--- config.mk ---
export PLATFORM = sky130hd
export DESIGN_NAME = div_sqrt_iter_ctrl_flat
export DESIGN_NICKNAME = d
export VERILOG_FILES = /design/src/rtl/div_sqrt_iter_ctrl_pkg.sv /design/src/rtl/div_sqrt_iter_ctrl_if.sv /design/src/rtl/div_sqrt_iter_ctrl.sv /design/src/flat_wrapper.sv
export SDC_FILE = /design/constraint.sdc
export NUM_CORES = 1
export LEC_CHECK = 0
export BUFFER_PORTS_ARGS = -buffer_cell sky130_fd_sc_hd__buf_2
export CAP_MARGIN = 20
export CORE_UTILIZATION = 40
export DETAILED_ROUTE_END_ITERATION = 7
export PLACE_DENSITY = 0.64
export SETUP_SLACK_MARGIN = 0.3
export SLEW_MARGIN = 20
export SYNTH_ARGS = -nofsm -noshare
export SYNTH_HDL_FRONTEND = slang
export SYNTH_SLANG_ARGS = --single-unit
--- constraint.sdc ---
create_clock -name Clk_CI -period 6 [get_ports Clk_CI]
set_input_delay 1.8 -clock Clk_CI [delete_from_list [all_inputs] [get_ports Clk_CI]]
set_output_delay 1.8 -clock Clk_CI [all_outputs]
set_load 0.02 [all_outputs]
--- src/rtl/div_sqrt_iter_ctrl_pkg.sv ---
// Shared constants and types for the radix-2 div/sqrt sequencer.
// C_ITER_MAX is the number of quotient bits produced at full precision.
package fpu_defs_div_sqrt_tp;

  localparam int C_MANT       = 52;
  localparam int C_ITER_MAX   = C_MANT + 2;
  localparam int C_ITER_CNT_W = $clog2(C_ITER_MAX + 1);
  localparam int C_PREC_W     = 6;

  typedef enum logic [1:0] {
    IDLE,
    ITER,
    DONE
  } div_sqrt_state_e;

  // Requested bits minus one; zero or out-of-range means full precision.
  function automatic logic [C_ITER_CNT_W-1:0] calc_steps(
    input logic [C_PREC_W-1:0] prec
  );
    if (prec == '0 || int'(prec) >= C_MANT + 1)
      return C_ITER_CNT_W'(C_ITER_MAX);
    return C_ITER_CNT_W'(prec) + 1'b1;
  endfunction

endpackage

--- src/rtl/div_sqrt_iter_ctrl_if.sv ---
// Request/result handshake between preprocessing and the sequencer.
// master: preprocessing side; slave: div_sqrt_iter_ctrl.
interface div_sqrt_iter_ctrl_if;
  import fpu_defs_div_sqrt_tp::*;

  logic                  Div_start_SI;
  logic                  Sqrt_start_SI;
  logic                  Kill_SI;
  logic [C_PREC_W-1:0]   Precision_ctl_SI;
  logic [C_ITER_MAX-1:0] Operand_a_DI;
  logic [C_ITER_MAX-1:0] Operand_b_DI;
  logic                  Ready_SO;
  logic                  Done_SO;
  logic [C_ITER_MAX-1:0] Quotient_DO;
  logic                  Rem_nonzero_SO;

  modport master (
    output Div_start_SI, Sqrt_start_SI, Kill_SI,
    output Precision_ctl_SI, Operand_a_DI, Operand_b_DI,
    input  Ready_SO, Done_SO, Quotient_DO, Rem_nonzero_SO
  );

  modport slave (
    input  Div_start_SI, Sqrt_start_SI, Kill_SI,
    input  Precision_ctl_SI, Operand_a_DI, Operand_b_DI,
    output Ready_SO, Done_SO, Quotient_DO, Rem_nonzero_SO
  );

endinterface

--- src/rtl/div_sqrt_iter_ctrl.sv ---
// Radix-2 div/sqrt sequencer: FSM, step counter, left-align shifter.
// Optional early termination: DIV_SQRT_ITER_EARLY_TERM_EN.
module div_sqrt_iter_ctrl
  import fpu_defs_div_sqrt_tp::*;
(
  input  logic                  Clk_CI,
  input  logic                  Rst_RI,
  div_sqrt_iter_ctrl_if.slave   bus,
  output logic [C_ITER_MAX-1:0] Iter_a_DO,
  output logic [C_ITER_MAX-1:0] Iter_b_DO,
  output logic                  Iter_div_enable_SO,
  output logic                  Iter_sqrt_enable_SO,
  output logic                  Iter_div_start_dly_SO,
  output logic [1:0]            Iter_d_DO,
  input  logic [C_ITER_MAX-1:0] Iter_sum_DI,
  input  logic                  Iter_carry_out_DI,
  input  logic [1:0]            Iter_d_DI
);

  localparam int W = C_ITER_MAX;
  localparam int CW = C_ITER_CNT_W;

  div_sqrt_state_e state_q, state_d;
  logic          sqrt_q, sqrt_d;
  logic [W-1:0]  rem_q, rem_d;
  logic [W-1:0]  dvs_q, dvs_d;
  logic [W-1:0]  quot_q, quot_d;
  logic [1:0]    dreg_q, dreg_d;
  logic [CW-1:0] steps_q, steps_d;
  logic [CW-1:0] cnt_q, cnt_d;
  logic [W-1:0]  res_q, res_d;
  logic          rnz_q, rnz_d;

  logic          accept;
  logic          last;
  logic          early;
  logic          fin;
  logic [CW-1:0] taken;
  logic [W-1:0]  aligned;

  // Handshake qualifiers and the left-aligned result.
  always_comb begin
    accept = (state_q == IDLE) && !bus.Kill_SI &&
             (bus.Div_start_SI || bus.Sqrt_start_SI);
    last   = (cnt_q == CW'(1));
`ifdef DIV_SQRT_ITER_EARLY_TERM_EN
    early  = (Iter_sum_DI == '0) && Iter_carry_out_DI;
`else
    early  = 1'b0;
`endif
    fin     = (state_q == DONE) && !bus.Kill_SI;
    taken   = steps_q - cnt_q;
    aligned = quot_q << (CW'(W) - taken);
  end

  // Next-state and datapath register updates.
  always_comb begin
    state_d = state_q;
    sqrt_d  = sqrt_q;
    rem_d   = rem_q;
    dvs_d   = dvs_q;
    quot_d  = quot_q;
    dreg_d  = dreg_q;
    steps_d = steps_q;
    cnt_d   = cnt_q;
    res_d   = res_q;
    rnz_d   = rnz_q;
    unique case (state_q)
      IDLE: begin
        if (accept) begin
          state_d = ITER;
          sqrt_d  = !bus.Div_start_SI;
          rem_d   = bus.Operand_a_DI;
          dvs_d   = bus.Operand_b_DI;
          quot_d  = '0;
          dreg_d  = '0;
          steps_d = calc_steps(bus.Precision_ctl_SI);
          cnt_d   = steps_d;
        end
      end
      ITER: begin
        rem_d  = {Iter_sum_DI[W-2:0], 1'b0};
        quot_d = {quot_q[W-2:0], Iter_carry_out_DI};
        cnt_d  = cnt_q - 1'b1;
        if (sqrt_q)
          dreg_d = Iter_d_DI;
        if (last || early)
          state_d = DONE;
      end
      DONE: begin
        state_d = IDLE;
        if (fin) begin
          res_d = aligned;
          rnz_d = |rem_q;
        end
      end
      default: state_d = IDLE;
    endcase
    if (bus.Kill_SI)
      state_d = IDLE;
  end

  // State and datapath registers.
  always_ff @(posedge Clk_CI) begin
    if (Rst_RI) begin
      state_q <= IDLE;
      sqrt_q  <= 1'b0;
      rem_q   <= '0;
      dvs_q   <= '0;
      quot_q  <= '0;
      dreg_q  <= '0;
      steps_q <= '0;
      cnt_q   <= '0;
      res_q   <= '0;
      rnz_q   <= 1'b0;
    end else begin
      state_q <= state_d;
      sqrt_q  <= sqrt_d;
      rem_q   <= rem_d;
      dvs_q   <= dvs_d;
      quot_q  <= quot_d;
      dreg_q  <= dreg_d;
      steps_q <= steps_d;
      cnt_q   <= cnt_d;
      res_q   <= res_d;
      rnz_q   <= rnz_d;
    end
  end

  // Outputs decoded from registered state only (plus kill masking).
  always_comb begin
    bus.Ready_SO          = (state_q == IDLE);
    bus.Done_SO           = fin;
    bus.Quotient_DO       = fin ? aligned : res_q;
    bus.Rem_nonzero_SO    = fin ? |rem_q : rnz_q;
    Iter_a_DO             = '0;
    Iter_b_DO             = '0;
    Iter_div_enable_SO    = 1'b0;
    Iter_sqrt_enable_SO   = 1'b0;
    Iter_div_start_dly_SO = 1'b0;
    Iter_d_DO             = '0;
    if (state_q == ITER) begin
      Iter_a_DO             = rem_q;
      Iter_b_DO             = sqrt_q ? '0 : dvs_q;
      Iter_div_enable_SO    = !sqrt_q;
      Iter_sqrt_enable_SO   = sqrt_q;
      Iter_div_start_dly_SO = !sqrt_q && (cnt_q == steps_q);
      Iter_d_DO             = dreg_q;
    end
  end

endmodule

--- src/flat_wrapper.sv ---
// flat-port wrapper written by rule: the top's interface ports become plain ports
module div_sqrt_iter_ctrl_flat import fpu_defs_div_sqrt_tp::*;
  (Clk_CI, Rst_RI, Iter_a_DO, Iter_b_DO, Iter_div_enable_SO, Iter_sqrt_enable_SO, Iter_div_start_dly_SO, Iter_d_DO, Iter_sum_DI, Iter_carry_out_DI, Iter_d_DI, bus_Div_start_SI, bus_Sqrt_start_SI, bus_Kill_SI, bus_Precision_ctl_SI, bus_Operand_a_DI, bus_Operand_b_DI, bus_Ready_SO, bus_Done_SO, bus_Quotient_DO, bus_Rem_nonzero_SO);
  div_sqrt_iter_ctrl_if bus_i ();
  input  logic Clk_CI;
  input  logic Rst_RI;
  output logic [C_ITER_MAX-1:0] Iter_a_DO;
  output logic [C_ITER_MAX-1:0] Iter_b_DO;
  output logic Iter_div_enable_SO;
  output logic Iter_sqrt_enable_SO;
  output logic Iter_div_start_dly_SO;
  output logic [1:0] Iter_d_DO;
  input  logic [C_ITER_MAX-1:0] Iter_sum_DI;
  input  logic Iter_carry_out_DI;
  input  logic [1:0] Iter_d_DI;
  input wire logic [$bits(bus_i.Div_start_SI)-1:0] bus_Div_start_SI;
  input wire logic [$bits(bus_i.Sqrt_start_SI)-1:0] bus_Sqrt_start_SI;
  input wire logic [$bits(bus_i.Kill_SI)-1:0] bus_Kill_SI;
  input wire logic [$bits(bus_i.Precision_ctl_SI)-1:0] bus_Precision_ctl_SI;
  input wire logic [$bits(bus_i.Operand_a_DI)-1:0] bus_Operand_a_DI;
  input wire logic [$bits(bus_i.Operand_b_DI)-1:0] bus_Operand_b_DI;
  output wire logic [$bits(bus_i.Ready_SO)-1:0] bus_Ready_SO;
  output wire logic [$bits(bus_i.Done_SO)-1:0] bus_Done_SO;
  output wire logic [$bits(bus_i.Quotient_DO)-1:0] bus_Quotient_DO;
  output wire logic [$bits(bus_i.Rem_nonzero_SO)-1:0] bus_Rem_nonzero_SO;
  assign bus_i.Div_start_SI = bus_Div_start_SI;
  assign bus_i.Sqrt_start_SI = bus_Sqrt_start_SI;
  assign bus_i.Kill_SI = bus_Kill_SI;
  assign bus_i.Precision_ctl_SI = bus_Precision_ctl_SI;
  assign bus_i.Operand_a_DI = bus_Operand_a_DI;
  assign bus_i.Operand_b_DI = bus_Operand_b_DI;
  assign bus_Ready_SO = bus_i.Ready_SO;
  assign bus_Done_SO = bus_i.Done_SO;
  assign bus_Quotient_DO = bus_i.Quotient_DO;
  assign bus_Rem_nonzero_SO = bus_i.Rem_nonzero_SO;
  div_sqrt_iter_ctrl u_core (.Clk_CI(Clk_CI), .Rst_RI(Rst_RI), .bus(bus_i), .Iter_a_DO(Iter_a_DO), .Iter_b_DO(Iter_b_DO), .Iter_div_enable_SO(Iter_div_enable_SO), .Iter_sqrt_enable_SO(Iter_sqrt_enable_SO), .Iter_div_start_dly_SO(Iter_div_start_dly_SO), .Iter_d_DO(Iter_d_DO), .Iter_sum_DI(Iter_sum_DI), .Iter_carry_out_DI(Iter_carry_out_DI), .Iter_d_DI(Iter_d_DI));
endmodule
==> results.cfg <==
[yosys]
seq_area_frac_synth_pct = 34.9
netlist_instances = 1619
syn-cell-area_um2 = 13400
synth_warnings = 0
synth_enable_flop_cells = 0
synth_most_common_cell = nand2_1
synthTopCellsByCount = nand2_1 (341), dfxtp_1 (234), a21oi_1 (123)
synth.largest_area_cell = dfxtp_1
synth_cell_types = 67
async_flop_share_pct = 0
synthFlopType = dfxtp_1
yosys_register_bits = 234
syn_area_per_cell_um2 = 8.30
synth_nets = 1810
synthTopCellsByArea = dfxtp_1 (35%), nand2_1 (9.5%), mux4_2 (7.4%)
yosysTopAreaCellShare_pct = 34.9

[power_and_ir_drop]
switchingPower_w = 0.00164
p_int_w = 0.00329
p_sw_share_pct = 33.2
ir_drop_mv = 0.214
leakage_nw = 7.35
pwr-share-clk_pct = 35.4
combPwrFrac_pct = 30.6
power_frac_seq_pct = 34.0
cellPowerDensity_nw_per_um2 = 290

[route]
ant_nets = 0
wl_um = 44600
routed_via_density = 5.61
drtIter0Drc = 1024
remaining_drc_errors = 0
wire_per_inst_um = 18.7
routed-via-count = 13400
drt_pre_antenna_iters = 6

[floorplan]
fp-row-count = 66
io_pins = 346
die_w_um = 185
initial_utilization_pct = 41.0
fp.dieH_um = 185
dieArea_um2 = 34300
core_area_um2 = 32800

[run]
maxCapViolCount = 0

[outcome]
outcome = completed

[timing]
setup_slack_ns = 0.264
rsz0062_at_grt = true
finClkSkew_ns = 0.0143
fin_crit_sh_pct = 95.6
hold_viol = 0
post-route-min-period_ns = 5.74
maxSlewViolCount = 0
fmax_ghz = 0.174
finalSetupTns_ns = 0
hold_ws_ns = 0.447
slew_headroom_pct = 28.0
setup_viol = 0
worst_slew_pin_slew_ns = 1.08

[place]
dpl_cell_area_um2 = 15500
dpl.hpwl_um = 31000
portBuffers = 344
place.gp.congestion = 0.922
pre_cts_slack_ns = 0.269
dpl.cell_count = 2307

[worst_setup_path]
critPathArrivalTime_ns = 3.94
critPathKind = reg -> out
crit_path_end_kind = primary output
slowest_delay_ns = 0.51
cp-start-kind = flop
path_cells = inv_4 > ha_4 > inv_2 > ha_4 > inv_2 > fa_2 > xor2_4 > buf_12 > buf_6 > mux4_2 > mux4_2 > a222oi_1 > inv_1 > buf_6
cp_max_fo = 5
worstPathRequired_ns = 4.20
worst_path_max_delay_cell = mux4_2

[global_route]
grt_pass1_wl_um = 68300
grt_max_degree = 109
grt-ovfl-total = 0
antenna_found_initial = 1
track_usage_pct = 24.9
grt_pass1_vias = 12400

[finish]
fillers = 3082
fin_cells = 2391
seqCellArea_um2 = 4690
stdcell_area_um2 = 17000
final_nets = 2116
multi_input_comb_area_um2 = 8260
drive_above_1_share_pct = 31.9
area_growth_pct = 26.4

[clock_tree]
cts_root_buf = clkbuf_16
clkLatencyLatePin_ns = 0.56
postCtsHoldBufs = 0
htree_num_levels = 1
cts_buffers = 28
cts_tree = done
cts.sinks = 234
cts_buffer_depth = 3
clk_pin_slew_ns = 0.06

[min_path]
hold_class = reg -> reg
==> sequential cells by signal, summed over array words and instances, names as in the netlist <==
name            flops
u_core.cnt_q        6
u_core.state_q      2
u_core.quot_q      54
u_core.steps_q      6
u_core.dreg_q       2
u_core.rnz_q        1
u_core.dvs_q       54
u_core.rem_q       54
u_core.sqrt_q       1
u_core.res_q       54
==> power by group through the flow <==
stage | Sequential (W) | Clock (W) | Combinational (W)
3_5_place_dp | 0.00170 | 0 | 0.00129
4_1_cts | 0.00167 | 0.00177 | 0.00139
6_report | 0.00168 | 0.00174 | 0.00151
2_1_floorplan | 0.00169 | 0 | 0.000963
5_1_grt | 0.00168 | 0.00185 | 0.00161
3_3_place_gp | 0.00170 | 0 | 0.00128
==> path summary, 6_finish.rpt <==
| path | from | to | slack, ns | cells past startpoint |
|---|---|---|---|---|
| hold / removal | u_core.dvs_q[3]$_SDFFE_PP0P_ | u_core.dvs_q[3]$_SDFFE_PP0P_ | 0.45 | 2 |
| hold reg to reg | u_core.dvs_q[3]$_SDFFE_PP0P_ | u_core.dvs_q[3]$_SDFFE_PP0P_ | 0.45 | 2 |
| setup reg to reg | u_core.cnt_q[1]$_SDFFE_PP0P_ | u_core.res_q[43]$_SDFFE_PP0N_ | 1.68 | 23 |
| setup / recovery | u_core.cnt_q[1]$_SDFFE_PP0P_ | bus_Quotient_DO[43] | 0.26 | 14 |
==> area by class of cell <==
class	count	area share, %
antenna	2	0.0295
clock buffer	34	4.49
clock inverter	18	1.13
inverter	22	0.501
multi-input combinational	1226	48.7
sequential	234	27.6
tap	442	3.26
timing repair buffer	413	14.3
==> critical path: cells and delay by family (launching register included) <==
family                   cells  cell delay [ns]
multiplexers                 2             1.00
XOR/XNOR                     1             0.27
flip-flops                   1             0.35
AO/OA/AOI/OAI                1             0.35
adder cells (fa/ha/maj)      3             0.75
buffers and inverters        7             0.65
==> what timing repair did <==
| action | CTS | global route |
|---|---|---|
| setup endpoints to repair | 51 | 34 |
| gates resized for setup | 23 | 32 |
| pin swaps | 4 | 9 |
| setup buffers | 18 | 9 |
| cloned | 1 | 1 |
| hold endpoints to repair | 0 | 0 |
==> stage by stage <==
| step | util [%] | total power, W |
|---|---|---|
| final | 51.8 | 0.00493 |
| after global routing | 51.8 | 0.00514 |
| after floorplan | - | 0.00265 |
| after global placement | 47.2 | 0.00298 |
| after detailed placement | 47.2 | 0.00300 |
| after CTS | 50.9 | 0.00483 |
==> routing by layer <==
metal | vias up | wire, um | share of wire, % | track usage, %
li1 | 6374 | - | - | -
met1 | 6392 | 19000 | 43 | 33.2
met2 | 561 | 21100 | 47 | 40.4
met3 | 85 | 3190 | 7.2 | 4.64
met4 | 0 | 1340 | 3.0 | 8.00
met5 | - | 0 | 0 | 0
==> logic make-up (layout without fill, tap and decap cells) <==
| family | Yosys count | in the layout | synth area share (%) |
|---|---|---|---|
| compound gates | 330 | 330 | 16.8 |
| xor+xnor | 11 | 11 | 0.913 |
| fa+ha+maj | 15 | 15 | 1.45 |
| buf+inv | 159 | 487 | 5.23 |
| flops | 234 | 234 | 34.9 |
| mux | 153 | 153 | 16.2 |
| other cells | 0 | 2 | 0 |
| simple gates | 717 | 717 | 24.6 |
==> layout by cell type, fill, tap and decap left out, types with 6 or more instances in the layout <==
| cell | synthesis | final |
|---|---|---|
| nand2_1 | 341 | 340 |
| buf_2 | 15 | 340 |
| dfxtp_1 | 234 | 230 |
| a21oi_1 | 123 | 123 |
| and2_1 | 113 | 113 |
| nor2_1 | 109 | 106 |
| mux2_2 | 60 | 57 |
| a311oi_1 | 54 | 54 |
| buf_4 | 5 | 54 |
| nand3_1 | 55 | 53 |
| a22o_1 | 49 | 49 |
| mux4_2 | 44 | 44 |
| mux2i_1 | 46 | 38 |
| clkbuf_16 | 0 | 29 |
| o21ai_0 | 28 | 26 |
| nor2b_1 | 26 | 25 |
| nor4_1 | 23 | 23 |
| nor3_1 | 17 | 17 |
| inv_1 | 21 | 16 |
| a31oi_1 | 15 | 14 |
| a22oi_1 | 9 | 9 |
| ha_1 | 14 | 9 |
| clkinv_2 | 0 | 9 |
| nand4_1 | 8 | 8 |
| buf_6 | 4 | 8 |
| mux2i_2 | 0 | 7 |
| mux2_4 | 3 | 6 |
| o211ai_1 | 6 | 6 |
| or3_1 | 6 | 6 |
| buf_12 | 1 | 6 |
No activity file was read; power rests on OpenSTA's default activity.
